## src/rtl/fetch_decode_pkg.sv

```systemverilog
// fetch_decode_pkg
//   Shared constants and helpers for the fetch/decode slice:
//   default parameter values, instruction field geometry helpers
//   (offsets and the derived immediate width), the field-fit check used
//   at elaboration, and the redirect-select encoding.
package fetch_decode_pkg;

    localparam int unsigned DEFAULT_ADDR_W    = 16;
    localparam int unsigned DEFAULT_INSTR_W   = 16;
    localparam int unsigned DEFAULT_OPCODE_W  = 4;
    localparam int unsigned DEFAULT_REG_W     = 4;
    localparam int unsigned DEFAULT_RAS_DEPTH = 4;
    localparam int unsigned DEFAULT_RESET_PC  = 0;

    // Redirect source select; jump outranks return.
    localparam logic [1:0] REDIR_NONE   = 2'b00;
    localparam logic [1:0] REDIR_JUMP   = 2'b01;
    localparam logic [1:0] REDIR_RETURN = 2'b10;

    function automatic int unsigned imm_width(input int unsigned instr_w,
                                              input int unsigned opcode_w,
                                              input int unsigned reg_w);
        return instr_w - opcode_w - 2 * reg_w;
    endfunction

    // Immediate field must keep at least one bit.
    function automatic bit fields_fit(input int unsigned instr_w,
                                      input int unsigned opcode_w,
                                      input int unsigned reg_w);
        return instr_w > opcode_w + 2 * reg_w;
    endfunction

    function automatic int unsigned opcode_lsb(input int unsigned instr_w,
                                               input int unsigned opcode_w);
        return instr_w - opcode_w;
    endfunction

    function automatic int unsigned reg_a_lsb(input int unsigned instr_w,
                                              input int unsigned opcode_w,
                                              input int unsigned reg_w);
        return instr_w - opcode_w - reg_w;
    endfunction

    function automatic int unsigned reg_b_lsb(input int unsigned instr_w,
                                              input int unsigned opcode_w,
                                              input int unsigned reg_w);
        return instr_w - opcode_w - 2 * reg_w;
    endfunction

endpackage

```

## src/rtl/fetch_decode_unit_ras.sv

```systemverilog
// return_address_stack
//   Circular return-address stack. A push while full overwrites the
//   oldest entry; a pop while empty is ignored. top is the most recent
//   entry (undefined content when empty).
//   Ports: clk, reset (sync, active-low), push, pop, push_data,
//          top, full, empty.
module return_address_stack
    import fetch_decode_pkg::*;
#(
    parameter int unsigned DEPTH  = DEFAULT_RAS_DEPTH,
    parameter int unsigned ADDR_W = DEFAULT_ADDR_W
) (
    input  logic              clk,
    input  logic              reset,
    input  logic              push,
    input  logic              pop,
    input  logic [ADDR_W-1:0] push_data,
    output logic [ADDR_W-1:0] top,
    output logic              full,
    output logic              empty
);

    localparam int unsigned PTR_W = $clog2(DEPTH);

    if ((DEPTH < 2) || ((DEPTH & (DEPTH - 1)) != 0)) begin : g_bad_depth
        $error("return_address_stack: DEPTH must be a power of 2 and >= 2");
    end

    logic [ADDR_W-1:0] mem [DEPTH];
    logic [PTR_W-1:0]  sp;
    logic [PTR_W-1:0]  sp_next;
    logic [PTR_W:0]    count;

    assign sp_next = sp + 1'b1;
    assign top     = mem[sp];
    assign full    = (count == (PTR_W + 1)'(DEPTH));
    assign empty   = (count == '0);

    // When full, sp_next already points at the oldest slot, so the
    // circular overwrite falls out of the pointer wrap.
    always_ff @(posedge clk) begin
        if (!reset) begin
            sp    <= '0;
            count <= '0;
        end else if (push) begin
            sp <= sp_next;
            if (!full) count <= count + 1'b1;
        end else if (pop && !empty) begin
            sp    <= sp - 1'b1;
            count <= count - 1'b1;
        end
    end

    always_ff @(posedge clk) begin
        if (reset && push) mem[sp_next] <= push_data;
    end

endmodule

```

## src/rtl/fetch_decode_unit.sv

```systemverilog
// fetch_decode_unit
//   Owns the PC, drives a 1-cycle-latency instruction memory, buffers
//   responses in a 2-entry FIFO and presents decoded fields with a
//   valid/ready handshake. Supports jump / call / return redirects with
//   flush, backed by a return-address stack.
//   Ports: clk, reset (sync, active-low);
//          jump_enable, call_enable, jump_address, link_address,
//          return_enable                      - redirect controls
//          imem_enable, imem_address, imem_instruction - memory port
//          out_valid, out_ready, out_pc, opcode, reg_a, reg_b,
//          imm_value                          - decoded output
//          ras_overflow, ras_underflow        - one-cycle RAS pulses
module fetch_decode_unit
    import fetch_decode_pkg::*;
#(
    parameter int unsigned ADDR_W    = DEFAULT_ADDR_W,
    parameter int unsigned INSTR_W   = DEFAULT_INSTR_W,
    parameter int unsigned OPCODE_W  = DEFAULT_OPCODE_W,
    parameter int unsigned REG_W     = DEFAULT_REG_W,
    parameter int unsigned RAS_DEPTH = DEFAULT_RAS_DEPTH,
    parameter logic [ADDR_W-1:0] RESET_PC = ADDR_W'(DEFAULT_RESET_PC),
    localparam int unsigned IMM_W = imm_width(INSTR_W, OPCODE_W, REG_W)
) (
    input  logic                clk,
    input  logic                reset,
    input  logic                jump_enable,
    input  logic                call_enable,
    input  logic [ADDR_W-1:0]   jump_address,
    input  logic [ADDR_W-1:0]   link_address,
    input  logic                return_enable,
    output logic                imem_enable,
    output logic [ADDR_W-1:0]   imem_address,
    input  logic [INSTR_W-1:0]  imem_instruction,
    output logic                out_valid,
    input  logic                out_ready,
    output logic [ADDR_W-1:0]   out_pc,
    output logic [OPCODE_W-1:0] opcode,
    output logic [REG_W-1:0]    reg_a,
    output logic [REG_W-1:0]    reg_b,
    output logic [IMM_W-1:0]    imm_value,
    output logic                ras_overflow,
    output logic                ras_underflow
);

    if (!fields_fit(INSTR_W, OPCODE_W, REG_W)) begin : g_bad_fields
        $error("fetch_decode_unit: INSTR_W too small for opcode + 2 register fields");
    end

    localparam int unsigned OPC_LSB = opcode_lsb(INSTR_W, OPCODE_W);
    localparam int unsigned RA_LSB  = reg_a_lsb(INSTR_W, OPCODE_W, REG_W);
    localparam int unsigned RB_LSB  = reg_b_lsb(INSTR_W, OPCODE_W, REG_W);

    logic [ADDR_W-1:0]  pc;
    logic               epoch;
    logic               inflight;
    logic               inflight_epoch;
    logic [ADDR_W-1:0]  inflight_pc;

    logic [ADDR_W-1:0]  buf_pc    [2];
    logic [INSTR_W-1:0] buf_instr [2];
    logic               head;
    logic [1:0]         count;
    logic               wr_idx;

    logic [1:0]         redir_sel;
    logic               redirect;
    logic [ADDR_W-1:0]  target;
    logic               transfer;
    logic               issue;
    logic               accept_rsp;
    logic [1:0]         occupancy;

    logic               ras_push;
    logic               ras_pop;
    logic               ras_full;
    logic               ras_empty;
    logic [ADDR_W-1:0]  ras_top;

    always_comb begin
        redir_sel = REDIR_NONE;
        if (jump_enable)        redir_sel = REDIR_JUMP;
        else if (return_enable) redir_sel = REDIR_RETURN;
    end

    assign redirect = (redir_sel != REDIR_NONE);

    always_comb begin
        target = jump_address;
        if (redir_sel == REDIR_RETURN) target = ras_empty ? RESET_PC : ras_top;
    end

    assign ras_push = jump_enable & call_enable;
    assign ras_pop  = (redir_sel == REDIR_RETURN) & ~ras_empty;

    return_address_stack #(
        .DEPTH  (RAS_DEPTH),
        .ADDR_W (ADDR_W)
    ) u_ras (
        .clk       (clk),
        .reset     (reset),
        .push      (ras_push),
        .pop       (ras_pop),
        .push_data (link_address),
        .top       (ras_top),
        .full      (ras_full),
        .empty     (ras_empty)
    );

    assign out_valid = (count != 2'd0);
    assign transfer  = out_valid & out_ready;

    // Slot freed by this cycle's transfer is counted as available, which
    // is what lets a steady 1 instruction/cycle stream keep issuing.
    assign occupancy = count - {1'b0, transfer} + {1'b0, inflight};
    assign issue     = reset & ~redirect & (occupancy < 2'd2);

    // A response arriving in a redirect cycle is stale even though the
    // epoch has not toggled yet, hence the extra redirect term.
    assign accept_rsp = inflight & (inflight_epoch == epoch) & ~redirect;
    assign wr_idx     = head ^ count[0];

    assign imem_enable  = issue;
    assign imem_address = pc;

    always_ff @(posedge clk) begin
        if (!reset) begin
            pc             <= RESET_PC;
            epoch          <= 1'b0;
            inflight       <= 1'b0;
            inflight_epoch <= 1'b0;
            inflight_pc    <= '0;
            head           <= 1'b0;
            count          <= 2'd0;
            ras_overflow   <= 1'b0;
            ras_underflow  <= 1'b0;
        end else begin
            ras_overflow  <= ras_push & ras_full;
            ras_underflow <= (redir_sel == REDIR_RETURN) & ras_empty;
            inflight      <= issue;
            if (issue) begin
                inflight_pc    <= pc;
                inflight_epoch <= epoch;
            end
            if (redirect) begin
                pc    <= target;
                epoch <= ~epoch;
                head  <= 1'b0;
                count <= 2'd0;
            end else begin
                if (issue)    pc   <= pc + 1'b1;
                if (transfer) head <= ~head;
                count <= count + {1'b0, accept_rsp} - {1'b0, transfer};
            end
        end
    end

    always_ff @(posedge clk) begin
        if (reset && accept_rsp) begin
            buf_pc[wr_idx]    <= inflight_pc;
            buf_instr[wr_idx] <= imem_instruction;
        end
    end

    logic [INSTR_W-1:0] head_instr;
    assign head_instr = buf_instr[head];

    always_comb begin
        out_pc    = '0;
        opcode    = '0;
        reg_a     = '0;
        reg_b     = '0;
        imm_value = '0;
        if (out_valid) begin
            out_pc    = buf_pc[head];
            opcode    = head_instr[OPC_LSB +: OPCODE_W];
            reg_a     = head_instr[RA_LSB +: REG_W];
            reg_b     = head_instr[RB_LSB +: REG_W];
            imm_value = head_instr[IMM_W-1:0];
        end
    end

endmodule

```

## config.mk

```make
export PLATFORM = sky130hd
export DESIGN_NAME = fetch_decode_unit
export DESIGN_NICKNAME = d
export VERILOG_FILES = /design/src/rtl/fetch_decode_pkg.sv /design/src/rtl/fetch_decode_unit_ras.sv /design/src/rtl/fetch_decode_unit.sv
export SDC_FILE = /design/constraint.sdc
export NUM_CORES = 1
export LEC_CHECK = 0
export BUFFER_PORTS_ARGS = -buffer_cell sky130_fd_sc_hd__buf_2
export CORE_ASPECT_RATIO = 1.1
export CORE_MARGIN = 2
export CORE_UTILIZATION = 59
export CTS_BUF_LIST = sky130_fd_sc_hd__clkbuf_8
export CTS_CLUSTER_DIAMETER = 200
export CTS_CLUSTER_SIZE = 25
export DETAILED_ROUTE_END_ITERATION = 10
export PLACE_DENSITY = 0.93
export SYNTH_ARGS = -nofsm -noshare
export SYNTH_HDL_FRONTEND = slang
export SYNTH_SLANG_ARGS = --single-unit
export TNS_END_PERCENT = 5
```

## constraint.sdc

```tcl
create_clock -name clk -period 3.4 [get_ports clk]
set_input_delay 0.17 -clock clk [delete_from_list [all_inputs] [get_ports clk]]
set_output_delay 0.17 -clock clk [all_outputs]
set_load 0.03 [all_outputs]
```

* Word-level counts from Yosys, hierarchy flattened
Memory sizes are Yosys's and may differ from the RTL's. A register that Yosys moved wholly into a read port is not among the register bits. Cells that the tools add are included.
Operators by class: $add $sub $neg 9, magnitude comparators 1, eq/ne operators 4, multiplexer cells 26, bitwise operators 15, reduce and logical (&&, ||, !) cells 11
Operators by type and width (count):
- $mux W16 | 5
- $add A16 B1 Y16 const B | 1
- $mux W4 | 4
- $mux W2 | 6
- $and A1 B1 Y1 | 9
- $mux W3 | 3
- $mux W1 | 8
- $reduce_bool A2 Y1 | 4
- $not A1 Y1 | 5
- $add A2 B1 Y2 | 2
- $sub A2 B1 Y2 | 2
- $add A3 B1 Y3 const B | 1
- $eq A3 B3 Y1 const B | 1
- $logic_and A1 B1 Y1 | 3
- $logic_not A3 Y1 | 1
- $sub A3 B1 Y3 const B | 1
- $add A2 B1 Y2 const B | 1
- $eq A2 B2 Y1 const B | 1
- $lt A2 B2 Y1 const B | 1
- $ne A2 B2 Y1 const B | 1
- $reduce_and A2 Y1 | 1
- $reduce_or A2 Y1 | 1
- $sub A2 B1 Y2 const B | 1
- $eq A1 B1 Y1 | 1
- other kinds (2) | 2
Storage, ports and cells: flip-flop bits (word level) 45, memory bits (writable) 128, input port bits 54, output and inout bits 52, logic and storage cells 80, memories kept 3
Memories:
- u_ras.mem | words 4, width 16, rd ports 1, clocked after memory_dff 1, wr ports 1, line fetch_decode_unit_ras.sv:29 | logic [ADDR_W-1:0] mem [DEPTH];
- buf_instr | words 2, width 16, rd ports 1, clocked after memory_dff 1, wr ports 1, line fetch_decode_unit.sv:60 | logic [INSTR_W-1:0] buf_instr [2];
- buf_pc | words 2, width 16, rd ports 1, clocked after memory_dff 1, wr ports 1, line fetch_decode_unit.sv:59 | logic [ADDR_W-1:0] buf_pc [2];

* Longest topological paths before layout
Gate-level depths: netlist of run 1.
word-level depth 9, depth in mapped cells 8, gate-level depth less buffers 7

* Cells and area by module
A second synthesis of run 1 with hierarchy kept.
Second synthesis, totals: cell total of the unflattened synthesis 549, area, all modules 7427.1 um^2
By module, submodules not included:
- fetch_decode_unit | times used 1, cells each 414, area each 4655.7 um^2, sequential area each 2742.6 um^2
- return_address_stack | times used 1, cells each 135, area each 2771.4 um^2, sequential area each 2062.0 um^2

* Least setup slack after synthesis of run 1
OpenSTA, ideal clock, no wires.
path kind register to register, start register epoch, end memory buf_instr[1][0] (netlist bit) (enable), setup time 421 ps, arrival 2109 ps, data required time 2979 ps, setup slack 870 ps, cell stages (with the launch flop) 5, buffers on the path 0, clock period less this slack 2530 ps, cell sequence dfxtp_1 xnor2_1 and3_4 nand2_1 nor2_1
On the way: cells in the longest elaborated chain, start to end 6
Ends and longest elaborated chain:
- from (decl) | line fetch_decode_unit.sv:54 | logic epoch;
- from (signal assigned) | line fetch_decode_unit.sv:146 | epoch <= ~epoch;
- $eq A1 B1 Y1 | line fetch_decode_unit.sv:119 | assign accept_rsp = inflight & (inflight_epoch == epoch) & ~redirect;
- $and A1 B1 Y1 (2 in a row) | line fetch_decode_unit.sv:119
- $logic_and A1 B1 Y1 | line fetch_decode_unit.sv:158 | if (reset && accept_rsp) begin
- $mux W1 | line fetch_decode_unit.sv:158
- $mux W1 (not written as such) | line fetch_decode_unit.sv:160 | buf_instr[wr_idx] <= imem_instruction;
- to (decl) | line fetch_decode_unit.sv:60
Every way passes these cells.

* Final worst setup path of run 1
start register count[0], end output port imem_enable
On the way: cells in the longest elaborated chain, start to end 6
Ends and longest elaborated chain:
- from (decl) | line fetch_decode_unit.sv:62 | logic [1:0] count;
- from (signal assigned) | line fetch_decode_unit.sv:152 | count <= count + {1'b0, accept_rsp} - {1'b0, transfer};
- $reduce_bool A2 Y1 | line fetch_decode_unit.sv:109 | assign out_valid = (count != 2'd0);
- $and A1 B1 Y1 | line fetch_decode_unit.sv:110 | assign transfer = out_valid & out_ready;
- $sub A2 B1 Y2 * | line fetch_decode_unit.sv:114 | assign occupancy = count - {1'b0, transfer} + {1'b0, inflight};
- $add A2 B1 Y2 * | line fetch_decode_unit.sv:114
- $lt A2 B2 Y1 * | line fetch_decode_unit.sv:115 | assign issue = reset & ~redirect & (occupancy < 2'd2);
- $and A1 B1 Y1 * | line fetch_decode_unit.sv:115
- to (decl) | line fetch_decode_unit.sv:31 | output logic imem_enable,
Every way passes the cells marked *; elsewhere a longest branch is shown, timed or not.

==> summary.md, run 1 <==
| Metric | Value |
|---|---|
| Sink Count | `176` |
| Number of synthesis warnings | `0` |
| Worst EP arrival | `2310 ps` |
| Overflow left after global routing | `0` |
| Synth unique cells | `65` |
| Seq/Total Area, Yosys | `66.4%` |
| Die Area | `13200 sq um` |
| Core Util, Final | `a little under three quarters` |
| Setup Skew | `10.5 ps` |
| TritonCTS Buffers | `17` |
| Clock share of power | `33.4%` |
| Layout cells sized above 1 | `27.6%` |
| Final period util | `about 73%` |
| Vias | `4609` |
| Number of synthesized register bits | `176` |
| Pins over their slew limit | `0` |
| DP Wirelength | `roughly 9.8 mm` |
| Relative slew slack | `36.0%` |
| PortBufs | `105` |
| Synth-to-Final Area Change | `18.4%` |
| Initial Util | `between 60% and 70%` |
| Final wirelength | `between 10 and 15 mm` |
| Num ports | `106` |
| Tot GR Track Use | `between 20% and 30%` |
| Cell-internal power | `~3200 uW` |
| First-pass GRT wire length | `22.8 mm` |
| Asr flop ratio synth | `0%` |
| Post-synth top area cell | `edfxtp_1` |
| Mapped Cells | `499` |
| Fillers | `between 700 and 800` |
| CP max FO | `13` |
| Max IR drop VDD | `0.000292 V` |
| Mapped Area | `about 7200 sq um` |
| Htree depth | `4` |
| Leakage | `0.00322 uW` |
| Fin crit period | `2480 ps` |
| Synth top area share | `53.1%` |
| Combinational share of power | `around a tenth` |
| Power density over the cells | `499 nW/um^2` |
| DR iter-0 viols | `343` |
| Via density | `5.74` |
| Most frequent cells in the layout | `128 x edfxtp_1, 105 x buf_2, 62 x nor2_1` |
| Crit. End Element | `output pin` |
| Endpoints failing hold | `0` |
| Sequential cell area | `4810 sq um` |
| Worst setup path class | `flop to output pin` |
| Die height | `120 um` |
| Row count | `42` |
| Worst-case clock buffer depth | `2` |
| Max-cap viol count | `0` |
| Flop pwr share | `56.5%` |
| Peak Freq | `404 MHz` |
| Core area | `12000 sq um` |
| Root buffer cell | `clkbuf_8` |
| Post-synth top flop | `edfxtp_1` |
| CTS tree | `done` |
| Post-CTS Repair Setup Buffers | `0` |
| Chip width | `110 um` |
| Clock transition at the registers of the reported paths | `90 ps` |
| RSZ-0062 raised after global routing | `false` |
| Clk Latency, worst-skew pair | `460 ps` |
| Vias in the first global route | `4649` |
| Startpoint types | `flop` |
| Largest net degree at the start of global routing | `36` |
| Nets | `696` |
| Worst slew pin tran | `960 ps` |
| Final setup fails | `0` |
| Data required, critical path | `3230 ps` |
| Sw Ratio | `24.7%` |
| Mean Syn Cell Area | `roughly 15 sq um` |
| Initial antenna violation count | `2` |
| TritonRoute pass-1 iters | `5` |
| Setup tns final | `0 ps` |
| Global placement routability congestion | `0.853` |
| Worst hold path class | `input pin to flop` |
| Status | `complete, no violations` |
| Multi-input logic area | `between 2000 and 2500 sq um` |
| Dominant cells by area after synthesis | `edfxtp_1 53%, dfxtp_1 13%, mux2i_1 6.9%` |
| Commonest non-fill, non-tap cell in the layout | `edfxtp_1` |
| WL per Instance | `18.4 um` |
| Routed Antenna Nets | `0` |
| Net Sw Power | `1060 uW` |
| Post-synth EDFFs | `128` |
| Post-Synthesis Net Count | `between 500 and 600` |
| Remaining DRCs | `0` |
-- final timing paths --
| kind | from | end | slack, ps | cells past startpoint |
|---|---|---|---|---|
| hold / removal | jump_address[13] | imem_address[13]$_SDFFE_PN0P_ | 30 | 3 |
| setup reg to reg | flop | imem_address[2]$_SDFFE_PN0P_ | 1370 | 4 |
| hold reg to reg | inflight_pc[9]$_SDFFE_PN0P_ | buf_pc[1][9]$_DFFE_PP_ | 450 | 0 |
| setup / recovery | count[0]$_SDFF_PN0_ | imem_enable | 920 | 6 |
-- area by class of cell --
cell class,instances,share of cell area [%]
tap,154,2.25
multi-input combinational,287,26.3
inverter,11,0.482
clock inverter,15,1.85
clock buffer,17,2.73
antenna,1,0.0292
sequential,176,56.1
timing repair buffer,142,10.3
-- through the flow --
step | hold slack, ps | total power (uW) | instances | area (sq um) | worst slack, ps
floorplan | 269 | 2750 | 499 | 7240 | 870
global placement | 365 | 2850 | 738 | 7850 | 1290
detailed placement | 362 | 2870 | 738 | 7850 | 1130
CTS | 15.1 | 4290 | 802 | 8570 | 912
global route | 50.7 | 4440 | 803 | 8570 | 751
finish | 25.2 | 4280 | 803 | 8570 | 923
-- power groups by stage --
stage               clock [uW]  sequential [uW]  combinational [uW]
floorplan                    0             2470                 275
global placement             0             2460                 385
detailed placement           0             2470                 404
CTS                       1440             2420                 434
global route              1550             2430                 468
finish                    1430             2420                 433
-- cell usage after synthesis (3+ instances only) --
cell / number
inv_1: 10
a22oi_1: 7
nand3_1: 8
a221oi_1: 5
buf_6: 6
edfxtp_1: 128
buf_2: 6
o21ai_0: 10
a31oi_1: 4
nand2_1: 16
ha_1: 6
clkbuf_1: 13
xor2_1: 4
nand2b_1: 3
xnor2_1: 6
nor2b_1: 6
nor2_1: 64
mux4_2: 16
mux2i_1: 50
o21ai_2: 3
nor3_1: 7
and3_1: 9
a22o_1: 4
a21oi_1: 11
dfxtp_1: 48
-- cell families (layout without fill, tap and decap cells) --
kind of cell	count (synthesis)	after routing	share of synthesized area (%)
and+or+nand+nor	134	134	9.30
muxes	67	67	12.1
AOI/OAI and AO/OA	69	69	7.14
xor gates and xnor gates	10	10	1.21
other	0	1	0
DFF	176	176	66.4
buffers and inverters	36	185	2.59
adders and majority gates	7	7	1.31
-- registers in the layout, summed over array words and instances (netlist names), named ones only --
| signal | cells |
|---|---|
| u_ras.mem | 64 |
| buf_instr | 32 |
| buf_pc | 32 |
| imem_address | 16 |
| inflight_pc | 16 |
| u_ras.count | 3 |
| count | 2 |
| u_ras.sp | 2 |
| epoch | 1 |
| head | 1 |
| inflight | 1 |
| inflight_epoch | 1 |
| ras_overflow | 1 |
| ras_underflow | 1 |
-- repair_timing --
action	CTS	global route
endpoints found under the hold margin	96	0
gates resized for setup	0	0
hold buffers	32	0
-- routing by layer --
layer	track usage, %	share of wire, %	vias up
li1	-	-	2162
met1	27.6	39	2201
met2	40.5	52	208
met3	6.08	7.0	36
met4	9.34	2.0	2
met5	0	0.054	-
-- critical path, stage by stage (launching register included) --
cell and delay, ps:
dfxtp_1 450, nor2b_1 210, o21ai_2 150, o21ai_2 460, buf_4 330, inv_1 60
buf_2 180
Power figures use the tool's default switching activity.
==> inputs of run 2 (changes only) <==
Settings changed: ABC_AREA from default to 1.
Clock period 3.4 ns to 2.45 ns, I/O delays scaled along.
==> summary.md, run 2 <==
| Metric | Value |
|---|---|
| Status | `complete, no violations` |
| Fillers | `812` |
| Startpoint types | `flop` |
| Die Area | `13600 sq um` |
| Wire length on met3 | `about 1.3 mm` |
| Total Power | `6190 uW` |
| RSZ-0062 raised after global routing | `false` |
| DP Wirelength | `11.1 mm` |
| Num ports | `106` |
| Met1 Wirelength | `a little under 7 mm` |
| Clock transition at the registers of the reported paths | `roughly 100 ps` |
| Crit. End Element | `output pin` |
| Sink Count | `176` |
| Diode count | `0` |
| Largest net degree at the start of global routing | `37` |
| Fin crit period | `roughly 2100 ps` |
| Post-Synthesis Net Count | `840` |
| Max FFs per register | `64` |
| Clk Latency, worst-skew pair | `between 400 and 500 ps` |
| Post-CTS Repair Setup Buffers | `0` |
| Final worst slack | `344 ps` |
| Initial Util | `60.0%` |
| Final wirelength | `between 15 and 20 mm` |
| Relative slew slack | `between 60% and 70%` |
| CTS tree | `done` |
| Vias | `6039` |
| Row count | `43` |
| Worst EP arrival | `1980 ps` |
| Dominant cells by area after synthesis | `edfxtp_1 51%, dfxtp_1 13%, nand2_1 11%` |
| Setup tns final | `0 ps` |
| Mean Syn Cell Area | `9.61 sq um` |
| Post-synth EDFFs | `~130` |
| Synth unique cells | `32` |
| Synth cell count leaders | `220 x nand2_1, 128 x edfxtp_1, 103 x nor2_1, 58 x a21oi_1, 57 x inv_1` |
| # resized after CTS | `0` |
| Via density | `5.55` |
| Endpoints failing hold | `0` |
| Pre-CTS WS | `535 ps` |
| Count leader, synth | `nand2_1` |
| Synth top area share | `51.3%` |
| Global placement routability congestion | `0.871` |
| Die height | `between 100 and 150 um` |
| Worst hold path class | `input pin to flop` |
| Largest regs | `u_ras.mem (64), buf_instr (32), buf_pc (32)` |
| Commonest non-fill, non-tap cell in the layout | `nand2_1` |
| Number of synthesized register bits | `176` |
| Core area | `12500 sq um` |
| Peak Freq | `475 MHz` |
| Largest Register | `u_ras.mem` |
| Vias in the first global route | `5949` |
| Mapped Cells | `779` |
| Placed Area | `a little over 8000 sq um` |
| Overflow left after global routing | `0` |
| Max IR drop VDD | `0.000565 V` |
| Synth Area in Compound Gates | `7.34%` |
| Worst slew pin tran | `about 460 ps` |
| Worst-case clock buffer depth | `2` |
| Htree depth | `4` |
| Pins over their slew limit | `0` |
| Mapped Area | `between 7000 and 8000 sq um` |
| Sequential cell area | `4800 sq um` |
| Nets | `around 980` |
| PortBufs | `105` |
| TritonCTS Buffers | `17` |
| Mux contribution to synthesized area | `0%` |
| DR WL met2 | `roughly 9.5 mm` |
| Initial antenna violation count | `0` |
| Xor and xnor area share after synthesis | `less than 1%` |
| Setup Skew | `8.21 ps` |
| DR iter-0 viols | `around 540` |
| Final instance area | `roughly 9000 sq um` |
| CP max FO | `18` |
| Post-synth top area cell | `edfxtp_1` |
| Multi-input logic area | `2290 sq um` |
| Data required, critical path | `2330 ps` |
| Synth-to-Final Area Change | `19.0%` |
| Final period util | `85.9%` |
| Post-synth top flop | `edfxtp_1` |
| Worst setup path class | `flop to output pin` |
| Tot GR Track Use | `27.5%` |
| Routed Antenna Nets | `0` |
| Layout cells sized above 1 | `17.6%` |
| Main combinational cell family by area after synthesis | `simple AND/OR/NAND/NOR gates` |
| Simple-gate area share of the yosys netlist | `20.9%` |
| Top sig layer | `met4` |
| Synth Area in Adders | `1.27%` |
| Most frequent cells in the layout | `220 x nand2_1, 128 x edfxtp_1, 105 x buf_2` |
| Core Util, Final | `71.4%` |
| Power density over the cells | `695 nW/um^2` |
| Seq/Total Area, Yosys | `64.2%` |
| Asr flop ratio synth | `0%` |
| Final setup fails | `0` |
| Remaining DRCs | `0` |
| Max-cap viol count | `0` |
| Root buffer cell | `clkbuf_8` |
| TritonRoute pass-1 iters | `5` |
| WL per Instance | `between 15 and 20 um` |
| Number of synthesis warnings | `0` |
| First-pass GRT wire length | `29.0 mm` |
| Leakage | `roughly 0.0038 uW` |
| Chip width | `roughly 110 um` |
==> run 2: power breakdown <==
part | internal (uW) | switching [uW]
combinational | 267 | 497
sequential | 3280 | 83.6
clock | 943 | 1120
total | 4490 | 1700
==> run 2: worst paths after layout <==
| kind | depth (start not counted) | startpoint | slack, ps | endpoint |
|---|---|---|---|---|
| worst max-delay path | 7 | count[0]$_SDFF_PN0_ | 340 | imem_enable |
| worst min-delay path | 3 | reset | 50 | imem_address[15]$_SDFFE_PN0P_ |
| worst max register to register | 10 | imem_address[0]$_SDFFE_PN0P_ | 740 | imem_address[8]$_SDFFE_PN0P_ |
| worst min register to register | 0 | inflight_pc[14]$_SDFFE_PN0P_ | 460 | buf_pc[1][14]$_DFFE_PP_ |
==> run 2: cells by family after synthesis <==
family / Yosys count
flops: 176
simple gates: 388
compound gates: 105
fa+ha+maj: 7
buf+inv: 95
xor+xnor: 8
==> run 2: per-layer routing <==
layer	vias to the layer above	GRT usage [%]
li1	2853	-
met2	329	50.8
met3	46	5.42
met5	-	0
met1	2811	32.2
met4	0	9.57
==> run 2: final cells by class <==
| type | count | area share, % |
|---|---|---|
| inverters | 60 | 2.56 |
| multi-input cells | 508 | 25.7 |
| clock buffers | 17 | 2.63 |
| flip-flops and latches | 176 | 53.9 |
| well taps | 157 | 2.20 |
| clock inverters | 15 | 1.98 |
| repair buffers | 155 | 11.0 |
==> run 2: critical path: stages, from the launching register on <==
cell	delay (ps)
dfxtp_1	450
inv_1	70
nand3_1	70
nand2_1	70
nand3_1	90
nand3_2	260
inv_4	270
buf_2	240
==> run 2: stage by stage <==
stage | instances | hold WS (ps)
2_1_floorplan | 779 | 221
3_3_place_gp | 1023 | 315
3_5_place_dp | 1023 | 316
4_1_cts | 1088 | 25.1
5_1_grt | 1088 | 37.5
6_report | 1088 | 45.1
==> run 2: repair_timing <==
action                                  in CTS  in global routing
endpoints found under the setup margin       0                  0
hold buffers                                33                  0
endpoints found under the hold margin       97                  0
==> inputs of run 3 (changes only) <==
Settings changed: PLACE_DENSITY 0.93 to 0.82, TNS_END_PERCENT 5 to default.
==> summary.md, run 3 (synthesis results as in run 2) <==
| Metric | Value |
|---|---|
| Status | `complete, no violations` |
| Final worst slack | `308 ps` |
| Relative slew slack | `57.2%` |
| Setup Skew | `roughly 14 ps` |
| Power density over the cells | `between 600 and 700 nW/um^2` |
| Worst slew pin tran | `641 ps` |
| Hold_buf cts | `32` |
| Remaining DRCs | `0` |
| Max IR drop VDD | `0.000435 V` |
| Sw Ratio | `26.4%` |
| Worst EP arrival | `2020 ps` |
| Fillers | `877` |
| Combinational share of power | `11.6%` |
| Core Util, Final | `71.1%` |
| Row count | `43` |
| Nets | `976` |
| Final setup fails | `0` |
| Layout Cells excl Fill | `1085` |
| Tot GR Track Use | `24.1%` |
| Final wirelength | `16.0 mm` |
| Pre-CTS WS | `between 600 and 700 ps` |
| Max FFs per register | `64` |
| Layout cells sized above 1 | `17.3%` |
| Multi-input logic area | `2290 sq um` |
| CP max FO | `18` |
| Diode count | `0` |
| Vias | `roughly 5700` |
| Via density | `5.26` |
| Startpoint types | `flop` |
| Chip width | `111 um` |
| Cell-internal power | `4460 uW` |
| Largest net degree at the start of global routing | `39` |
| Clock transition at the registers of the reported paths | `~90 ps` |
| Total Power | `between 6000 and 7000 uW` |
| Root buffer cell | `clkbuf_8` |
| Routed Antenna Nets | `0` |
| Clock share of power | `about a third` |
| Final period util | `87.4%` |
| DP Wirelength | `10.2 mm` |
| Pins over their slew limit | `0` |
| Sequential cell area | `slightly below 5000 sq um` |
| Vias in the first global route | `between 5000 and 6000` |
| Most frequent cells in the layout | `220 x nand2_1, 128 x edfxtp_1, 105 x buf_2` |
| TritonCTS Buffers | `17` |
| Global placement routability congestion | `0.865` |
| Post-CTS Repair Setup Buffers | `0` |
| Leakage | `0.00379 uW` |
| Sink Count | `approximately 180` |
| Placed instance count | `1021` |
| Worst-case clock buffer depth | `2` |
| WL per Instance | `14.7 um` |
| DR iter-0 viols | `431` |
| # resized after CTS | `0` |
| Max-cap viol count | `0` |
| Crit. End Element | `output pin` |
| First-pass GRT wire length | `25.9 mm` |
| Die Area | `approximately 14000 sq um` |
| TritonRoute pass-1 iters | `5` |
| PortBufs | `105` |
| CTS tree | `done` |
| Die height | `around 120 um` |
| Peak Freq | `467 MHz` |
| Register-to-Register Path Depth | `8` |
| Net Sw Power | `1600 uW` |
| Hold path depth | `5` |
| Endpoints failing hold | `0` |
| Clk Latency, worst-skew pair | `450 ps` |
| Htree depth | `4` |
| Commonest non-fill, non-tap cell in the layout | `nand2_1` |
| Initial Util | `around three fifths` |
| Hold slack | `55.7 ps` |
| Worst hold path class | `input pin to flop` |
| Data required, critical path | `approximately 2300 ps` |
| Largest Register | `u_ras.mem` |
| Worst setup path class | `flop to output pin` |
| RSZ-0062 raised after global routing | `false` |
| Core area | `roughly 12000 sq um` |
| Flop pwr share | `a little under three fifths` |
| Synth-to-Final Area Change | `18.5%` |
| Overflow left after global routing | `0` |
| Largest regs | `u_ras.mem (64), buf_instr (32), buf_pc (32)` |
| Fin crit period | `2140 ps` |
| Num ports | `106` |
| Initial antenna violation count | `0` |
[run 3: cell count changes in the layout (fill, tap and decap cells not counted)]
cell	change
inv_8	-1
dlygate4sd3_1	-1
inv_6	-2
inv_1	+1
clkinvlp_4	+1
clkinv_4	+2
clkinv_8	-1
buf_4	-2
[run 3: power groups by stage]
stage	sequential [uW]	combinational [uW]	clock, uW
2_1_floorplan	3460	419	0
3_3_place_gp	3430	640	0
3_5_place_dp	3440	654	0
4_1_cts	3370	700	1990
5_1_grt	3380	793	2120
6_report	3370	704	1980
[run 3: stage by stage]
| step | setup TNS, ps | area, sq um |
|---|---|---|
| detailed placement | 0 | 8160 |
| CTS | 0 | 8870 |
| finish | 0 | 8870 |
| global route | 0 | 8870 |
| floorplan | -9550 | 7490 |
| global placement | 0 | 8160 |
[run 3: final timing paths]
| check | slack, ps | start | to |
|---|---|---|---|
| max | 310 | count[0]$_SDFF_PN0_ | imem_enable |
| min | 60 | jump_address[11] | imem_address[11]$_SDFFE_PN0P_ |
| max reg2reg | 590 | flop | imem_address[13]$_SDFFE_PN0P_ |
| min reg2reg | 460 | inflight_pc[0]$_SDFFE_PN0P_ | buf_pc[0][0]$_DFFE_PP_ |
[run 3: critical path: stages, from the launching register on]
cell and delay, ps:
dfxtp_1 370, o21ai_0 230, inv_1 70, nand2_1 80
nand3_2 290, inv_4 290, buf_2 250
[run 3: metal layers]
metal / track usage [%] / part of all wire, % / up-vias
met5: 0 / 0 / -
met4: 10.6 / 2.2 / 0
met3: 4.13 / 6.5 / 32
met2: 43.6 / 51 / 218
met1: 28.6 / 40 / 2606
li1: - / - / 2856
[run 3: cell type report]
cell class / instances / share of cell area (%)
inverters: 60 / 2.57
repair buffers: 152 / 10.8
flip-flops and latches: 176 / 54.2
clock buffers: 17 / 2.64
multi-input cells: 508 / 25.8
well taps: 157 / 2.21
clock inverters: 15 / 1.81
